## config.mk

```make
export PLATFORM = sky130hd
export DESIGN_NAME = message_slicer_arbiter_flat
export DESIGN_NICKNAME = d
export VERILOG_FILES = /design/src/rtl/message_slicer_arbiter_if.sv /design/src/rtl/message_slicer_arbiter.sv /design/src/flat_wrapper.sv
export SDC_FILE = /design/constraint.sdc
export NUM_CORES = 1
export LEC_CHECK = 0
export ABC_CLOCK_PERIOD_IN_PS = 5300
export CORE_AREA = 2 2 130 132
export DETAILED_ROUTE_END_ITERATION = 10
export DIE_AREA = 0 0 132 134
export DONT_BUFFER_PORTS = 1
export SKIP_CTS_REPAIR_TIMING = 1
export SLEW_MARGIN = 25
export SYNTH_ARGS = -nofsm -noshare
export SYNTH_HDL_FRONTEND = slang
export SYNTH_SLANG_ARGS = --single-unit
export TNS_END_PERCENT = 100
```

## constraint.sdc

```tcl
create_clock -name clk -period 5.3 [get_ports clk]
set_input_delay 1.325 -clock clk [delete_from_list [all_inputs] [get_ports clk]]
set_output_delay 1.325 -clock clk [all_outputs]
set_load 0.05 [all_outputs]
```

## src/rtl/message_slicer_arbiter_if.sv

```systemverilog
// Bundle between the requesters/slicer side and message_slicer_arbiter.
// The arbiter takes the master view; the environment (sources plus slicer) takes the slave view.
interface message_slicer_arbiter_if #(
  parameter int N_SOURCES     = 4,
  parameter int LOG_N_SOURCES = 2,
  parameter int N_SLICES      = 2,
  parameter int WIDTH         = 32
);
  logic [N_SOURCES-1:0]                req;
  logic [N_SOURCES*WIDTH*N_SLICES-1:0] req_data;
  logic [N_SOURCES-1:0]                ack;
  logic [WIDTH*N_SLICES-1:0]           slc_data;
  logic                                slc_nd;
  logic                                slc_out_nd;
  logic [LOG_N_SOURCES-1:0]            grant_id;
  logic                                busy;
  logic                                error;

  modport master (
    input  req, req_data, slc_out_nd,
    output ack, slc_data, slc_nd, grant_id, busy, error
  );

  modport slave (
    output req, req_data, slc_out_nd,
    input  ack, slc_data, slc_nd, grant_id, busy, error
  );
endinterface

```

## src/rtl/message_slicer_arbiter.sv

```systemverilog
// Round-robin arbiter sharing one message_slicer among N_SOURCES requesters, with bounded
// bursts per grant, toggle-style new-data strobe and word credits for the slicer buffer.
module message_slicer_arbiter #(
  parameter int N_SOURCES         = 4,
  parameter int LOG_N_SOURCES     = 2,
  parameter int N_SLICES          = 2,
  parameter int WIDTH             = 32,
  parameter int BUFFER_LENGTH     = 64,
  parameter int LOG_BUFFER_LENGTH = 6,
  parameter int MAX_BURST         = 4
) (
  input logic                      clk,
  input logic                      rst_n,
  message_slicer_arbiter_if.master bus
);
  localparam int MSG_W = WIDTH * N_SLICES;
  localparam int CW    = LOG_BUFFER_LENGTH + 1;
  localparam int SW    = CW + 1;
  localparam int BW    = $clog2(MAX_BURST + 1);

  typedef enum logic [1:0] {IDLE, GRANT, STALL, RELEASE} state_t;

  state_t                   state, state_next;
  logic [CW-1:0]            credits, credits_next;
  logic [SW-1:0]            credit_sum;
  logic                     overflow;
  logic [LOG_N_SOURCES-1:0] rr_ptr, rr_next;
  logic [LOG_N_SOURCES-1:0] grant_id, grant_next;
  logic [LOG_N_SOURCES-1:0] pick_id;
  logic                     pick_valid;
  logic [BW-1:0]            burst_cnt, burst_inc, burst_next;
  logic [N_SOURCES-1:0]     ack_q, ack_next;
  logic [MSG_W-1:0]         slc_data_q;
  logic                     slc_nd_q;
  logic                     error_q;
  logic                     granted_req;
  logic                     issue;

  function automatic logic [LOG_N_SOURCES-1:0] wrap_idx(input int base, input int off);
    int sum;
    sum = base + off;
    if (sum >= N_SOURCES) sum = sum - N_SOURCES;
    return LOG_N_SOURCES'(sum);
  endfunction

  assign granted_req = bus.req[grant_id];
  assign issue       = (state == GRANT) && granted_req &&
                       (credits >= CW'(N_SLICES)) && (burst_cnt < BW'(MAX_BURST));
  assign burst_inc   = burst_cnt + BW'(issue);

  // Issue and return in the same cycle both apply; the sum is one bit wider so a
  // spurious return at a full buffer is seen as overflow rather than wrapping.
  always_comb begin
    credit_sum = {1'b0, credits} + SW'(bus.slc_out_nd);
    if (issue) credit_sum = credit_sum - SW'(N_SLICES);
    overflow     = credit_sum > SW'(BUFFER_LENGTH);
    credits_next = overflow ? CW'(BUFFER_LENGTH) : credit_sum[CW-1:0];
  end

  // Scan from the highest offset down so the first requester at or after rr_ptr wins.
  always_comb begin
    pick_id    = '0;
    pick_valid = 1'b0;
    for (int i = N_SOURCES - 1; i >= 0; i--) begin
      if (bus.req[wrap_idx(int'(rr_ptr), i)]) begin
        pick_id    = wrap_idx(int'(rr_ptr), i);
        pick_valid = 1'b1;
      end
    end
  end

  // NOTE: every output of this block gets a default before the case, so no path
  // leaves a value unassigned and no latch is inferred.
  always_comb begin
    state_next = state;
    grant_next = grant_id;
    burst_next = burst_inc;
    rr_next    = rr_ptr;
    ack_next   = issue ? (N_SOURCES'(1) << grant_id) : '0;
    case (state)
      IDLE: begin
        if (pick_valid) begin
          grant_next = pick_id;
          burst_next = '0;
          state_next = GRANT;
        end
      end
      GRANT: begin
        if (!granted_req || (burst_inc == BW'(MAX_BURST))) state_next = RELEASE;
        else if (credits_next < CW'(N_SLICES))             state_next = STALL;
      end
      STALL: begin
        if (!granted_req)                        state_next = RELEASE;
        else if (credits_next >= CW'(N_SLICES))  state_next = GRANT;
      end
      RELEASE: begin
        rr_next    = (grant_id == LOG_N_SOURCES'(N_SOURCES - 1)) ? '0 : grant_id + 1'b1;
        state_next = IDLE;
      end
      default: state_next = IDLE;
    endcase
  end

  // NOTE: state registers use non-blocking assignments so every register in this block
  // samples the pre-edge values, independent of statement order.
  always_ff @(posedge clk or negedge rst_n) begin
    if (!rst_n) begin
      state      <= IDLE;
      credits    <= CW'(BUFFER_LENGTH);
      rr_ptr     <= '0;
      grant_id   <= '0;
      burst_cnt  <= '0;
      ack_q      <= '0;
      slc_data_q <= '0;
      slc_nd_q   <= 1'b0;
      error_q    <= 1'b0;
    end else begin
      state     <= state_next;
      credits   <= credits_next;
      rr_ptr    <= rr_next;
      grant_id  <= grant_next;
      burst_cnt <= burst_next;
      ack_q     <= ack_next;
      if (overflow) error_q <= 1'b1;
      if (issue) begin
        slc_data_q <= bus.req_data[int'(grant_id) * MSG_W +: MSG_W];
        slc_nd_q   <= ~slc_nd_q;
      end
    end
  end

  assign bus.ack      = ack_q;
  assign bus.slc_data = slc_data_q;
  assign bus.slc_nd   = slc_nd_q;
  assign bus.grant_id = grant_id;
  assign bus.busy     = (state == GRANT) || (state == STALL);
  assign bus.error    = error_q;

  credits_bounded: assert property (@(posedge clk) disable iff (!rst_n)
    credits <= CW'(BUFFER_LENGTH));
  ack_onehot: assert property (@(posedge clk) disable iff (!rst_n) $onehot0(ack_q));
endmodule

```

## src/flat_wrapper.sv

```systemverilog
// flat-port wrapper written by rule: the top's interface ports become plain ports
module message_slicer_arbiter_flat 
#(
  parameter int N_SOURCES         = 4,
  parameter int LOG_N_SOURCES     = 2,
  parameter int N_SLICES          = 2,
  parameter int WIDTH             = 32,
  parameter int BUFFER_LENGTH     = 64,
  parameter int LOG_BUFFER_LENGTH = 6,
  parameter int MAX_BURST         = 4
)
  (clk, rst_n, bus_req, bus_req_data, bus_slc_out_nd, bus_ack, bus_slc_data, bus_slc_nd, bus_grant_id, bus_busy, bus_error);
  message_slicer_arbiter_if #(.N_SOURCES(N_SOURCES), .LOG_N_SOURCES(LOG_N_SOURCES), .N_SLICES(N_SLICES), .WIDTH(WIDTH)) bus_i ();
  input logic clk;
  input logic rst_n;
  input wire logic [$bits(bus_i.req)-1:0] bus_req;
  input wire logic [$bits(bus_i.req_data)-1:0] bus_req_data;
  input wire logic [$bits(bus_i.slc_out_nd)-1:0] bus_slc_out_nd;
  output wire logic [$bits(bus_i.ack)-1:0] bus_ack;
  output wire logic [$bits(bus_i.slc_data)-1:0] bus_slc_data;
  output wire logic [$bits(bus_i.slc_nd)-1:0] bus_slc_nd;
  output wire logic [$bits(bus_i.grant_id)-1:0] bus_grant_id;
  output wire logic [$bits(bus_i.busy)-1:0] bus_busy;
  output wire logic [$bits(bus_i.error)-1:0] bus_error;
  assign bus_i.req = bus_req;
  assign bus_i.req_data = bus_req_data;
  assign bus_i.slc_out_nd = bus_slc_out_nd;
  assign bus_ack = bus_i.ack;
  assign bus_slc_data = bus_i.slc_data;
  assign bus_slc_nd = bus_i.slc_nd;
  assign bus_grant_id = bus_i.grant_id;
  assign bus_busy = bus_i.busy;
  assign bus_error = bus_i.error;
  message_slicer_arbiter #(.N_SOURCES(N_SOURCES), .LOG_N_SOURCES(LOG_N_SOURCES), .N_SLICES(N_SLICES), .WIDTH(WIDTH), .BUFFER_LENGTH(BUFFER_LENGTH), .LOG_BUFFER_LENGTH(LOG_BUFFER_LENGTH), .MAX_BURST(MAX_BURST)) u_core (.clk(clk), .rst_n(rst_n), .bus(bus_i));
endmodule
```

==> flow_summary.ini <==
[synth]
average_cell_area_after_synthesis_sq_um = 10.6
synth_top_area_share_pct = 39.2
synth_top_cells_by_count = sky130_fd_sc_hd__nand2_1, sky130_fd_sc_hd__dfrtp_1, sky130_fd_sc_hd__mux4_2
synth_edf_count = 0
yosys-top-cells-area = sky130_fd_sc_hd__dfrtp_1, sky130_fd_sc_hd__mux4_2, sky130_fd_sc_hd__nand2_1, sky130_fd_sc_hd__ha_1, sky130_fd_sc_hd__xnor2_1
synth_most_common_cell = sky130_fd_sc_hd__nand2_1
ys_ff_latch = 86
ys_async_sr_fraction_pct = 100
portion_of_the_post_synthesis_area_used_by_sequential_elements_pct = 39.7
mappedNetlistNets = 791
netlist_area_sq_mm = 0.00543
post-synth-top-area-cell = sky130_fd_sc_hd__dfrtp_1
synth.distinct_cells = 51
syn_inst = 514
synth-main-ff-cell = sky130_fd_sc_hd__dfrtp_1
synth-warning-count = 0

[timing]
report.final.slew_viol_count = 0
final_worst_path_period_share_pct = 72.7
maxClockFrequency_ghz = 0.260
period_minus_slack_ns = 3.85
unrepaired_setup_endpoints_after_global_routing = no
relSlewSlack_pct = 33.1
report.final.hold_viol_count = 0
timing.clock.skew_ns = 0.00860
tns_ns = 0
hold-worst-slack_ns = 0.555
setup_viol = 0
tightest_slew_ns = 1.00

[worst_setup_path]
crit_path_start_kind = input port
timing.critical_path.fanout_max = 7
crit_required_ns = 5.52
worst-r2r-cell-count = 12
regToRegStartpoint = u_core.state[1]$_DFFE_PN0P_
timing.setup.critical_path_class = input port to flop
setup.reg_to_reg.worst_slack_ns = 2.03
worst_r2r_endpoint = u_core.state[0]$_DFFE_PN0P_
end_kind = flop
arrival_ns = 4.08

[drt]
detail_route.first_pass.iterations = 4
drt_drc_violations_left = 0
drt_iter0_drc = 229
route.met2.wl_um = 8530
wl_per_cell_um = 22.7
met3RoutedLength_um = 1420
count_of_nets_left_with_antenna_violations_after_detail_routing = 0
wl_met1_um = 6130
routed.top_layer = met5
vias = 4000
detail_route.wirelength_um = 16400
route.detailed.vias_per_inst = 5.52

[status]
result_of_the_run = finished, final reports clean

[global_routing]
grt_first_pass_wirelength_um = 24300
overall_routing_resource_usage_pct = 18.3
grt_antenna_before_repair = 3
global_route.overflow_total = 0
grt_start_max_net_pins = 87
number_of_global_route_vias_before_repair = 4138

[final_layout]
layout-drive-gt1-share_pct = 19.3
final_util_pct = 36.4
finalNonFillerCells = 724
final_net_count = 774
syn_to_final_growth_pct = 9.15

[power]
clock_power_share_pct = 15.3
power.combinational.fraction_pct = 37.4
power_report.internal_total_mw = 2.11
ir_worst_vdd_mv = 0.263
netSwitchingPower_mw = 2.28
power.share.switching_pct = 51.9
power_frac_seq_pct = 47.2
static-leakage-power_nw = 2.62
powerDensity_mw_per_mm2 = 743

[floorplanning]
die_width_um = 132
fp.dieArea_sq_mm = 0.0177
io_pins = 336
number_of_placement_rows = 47
core_area_sq_mm = 0.0163
fp.dieH_um = 134
starting_utilization_of_the_core_area_pct = 33.3

[min_path]
timing.hold.worst_path_depth = 1
endpoint_with_the_worst_hold_slack = u_core.state[0]$_DFFE_PN0P_
min_path_type = flop to flop
min_delay_src = u_core.state[0]$_DFFE_PN0P_

[clocking]
cts_buffers = 9
clock_tree_from_tritoncts = yes
cts_max_path_buffers = 2
clk-insertion-delay-late_ns = 0.34
cts_h_tree_depth = 3
clk_transition_reported_paths_ns = 0.07
cts_root_buffer = sky130_fd_sc_hd__clkbuf_16
cts_sinks = 86

[place]
numPlacedInstances = 706
place.detailed.hpwl_um = 12600
final_weighted_congestion_of_routability_driven_global_placement = 0.820
io_buffers = 0

[run]
drv.max_cap_violation_count = 0
## layout make-up
class / count / area [sq um]
sequential: 86 / 2160
tap: 220 / 275
clock buffer: 12 / 236
fill: 1652 / 10400
inverter: 13 / 48.8
multi-input combinational: 383 / 3090
timing repair buffer: 4 / 30.0
clock inverter: 4 / 72.6
antenna: 2 / 5.00
## power groups by stage
stage	sequential [mW]	combinational [mW]	clock (mW)
finish	2.08	1.65	0.675
global route	2.12	1.84	0.730
CTS	2.09	1.66	0.697
detailed placement	2.11	1.66	0
global placement	2.09	1.60	0
floorplan	1.96	1.42	0
## placed cells by master, fill, tap and decap left out, drive strengths merged, types with 4 or more instances in the layout
cell type  count
a21oi          7
and2           5
and3           5
buf            4
clkbuf        12
dfrtp         85
ha            14
inv           13
mux2i          4
mux4          64
nand2        206
nand3          5
nor2          15
o21ai          8
xnor2          8
xor2           4
## through the flow
| step | power, mW | instance area, sq um | setup slack (ns) |
|---|---|---|---|
| final | 4.40 | 5920 | 1.45 |
| after floorplan | 3.38 | 5430 | 1.34 |
| after global placement | 3.69 | 5610 | 1.25 |
| after global routing | 4.69 | 5920 | 1.24 |
| after CTS | 4.45 | 5920 | 1.48 |
| after detailed placement | 3.76 | 5610 | 1.15 |
## registers in the layout, summed over array words and instances (netlist names)
| name | cells |
|---|---|
| u_core.bus.grant_id | 2 |
| u_core.bus.slc_data | 64 |
| u_core.rr_ptr | 2 |
| u_core.credits | 7 |
| u_core.bus.error | 1 |
| u_core.burst_cnt | 3 |
| u_core.bus.ack | 4 |
| u_core.bus.slc_nd | 1 |
| u_core.state | 2 |
## cell families after synthesis
| kind of cell | synth area share, % |
|---|---|
| AO/OA/AOI/OAI | 3.97 |
| XOR/XNOR | 2.08 |
| multiplexers | 28.0 |
| adder cells (fa/ha/maj) | 3.23 |
| AND/OR/NAND/NOR | 19.7 |
| flip-flops | 39.7 |
| buffers and inverters | 3.34 |
## how the worst max path moves through the flow
stage                   start                     endpoint  slack [ns]  depth (start not counted)
6_report       bus_slc_out_nd  u_core.state[0]$_DFFE_PN0P_        1.45                         14
5_1_grt        bus_slc_out_nd  u_core.state[0]$_DFFE_PN0P_        1.24                         14
4_1_cts        bus_slc_out_nd  u_core.state[0]$_DFFE_PN0P_        1.48                         14
3_5_place_dp   bus_slc_out_nd  u_core.state[0]$_DFFE_PN0P_        1.15                         14
3_3_place_gp   bus_slc_out_nd  u_core.state[0]$_DFFE_PN0P_        1.25                         14
2_1_floorplan  bus_slc_out_nd  u_core.state[0]$_DFFE_PN0P_        1.34                         15
## worst max-delay path: stages
cell and delay, ns:
sky130_fd_sc_hd__ha_1 0.23, sky130_fd_sc_hd__ha_1 0.31, sky130_fd_sc_hd__xor2_1 0.21, sky130_fd_sc_hd__inv_1 0.08, sky130_fd_sc_hd__ha_1 0.14, sky130_fd_sc_hd__nand2b_1 0.05, sky130_fd_sc_hd__a21oi_1 0.20, sky130_fd_sc_hd__nand3_2 0.15
sky130_fd_sc_hd__or3_1 0.39, sky130_fd_sc_hd__and2_0 0.16, sky130_fd_sc_hd__mux2i_1 0.19, sky130_fd_sc_hd__or3_4 0.19, sky130_fd_sc_hd__mux2_4 0.31, sky130_fd_sc_hd__o2bb2ai_1 0.12
## per-layer routing
| layer | vias to the layer above | GRT usage [%] |
|---|---|---|
| met5 | - | 0 |
| met1 | 1965 | 22.4 |
| met3 | 22 | 5.03 |
| li1 | 1764 | - |
| met4 | 2 | 7.49 |
| met2 | 247 | 30.7 |
Power figures use the tool's default switching activity.
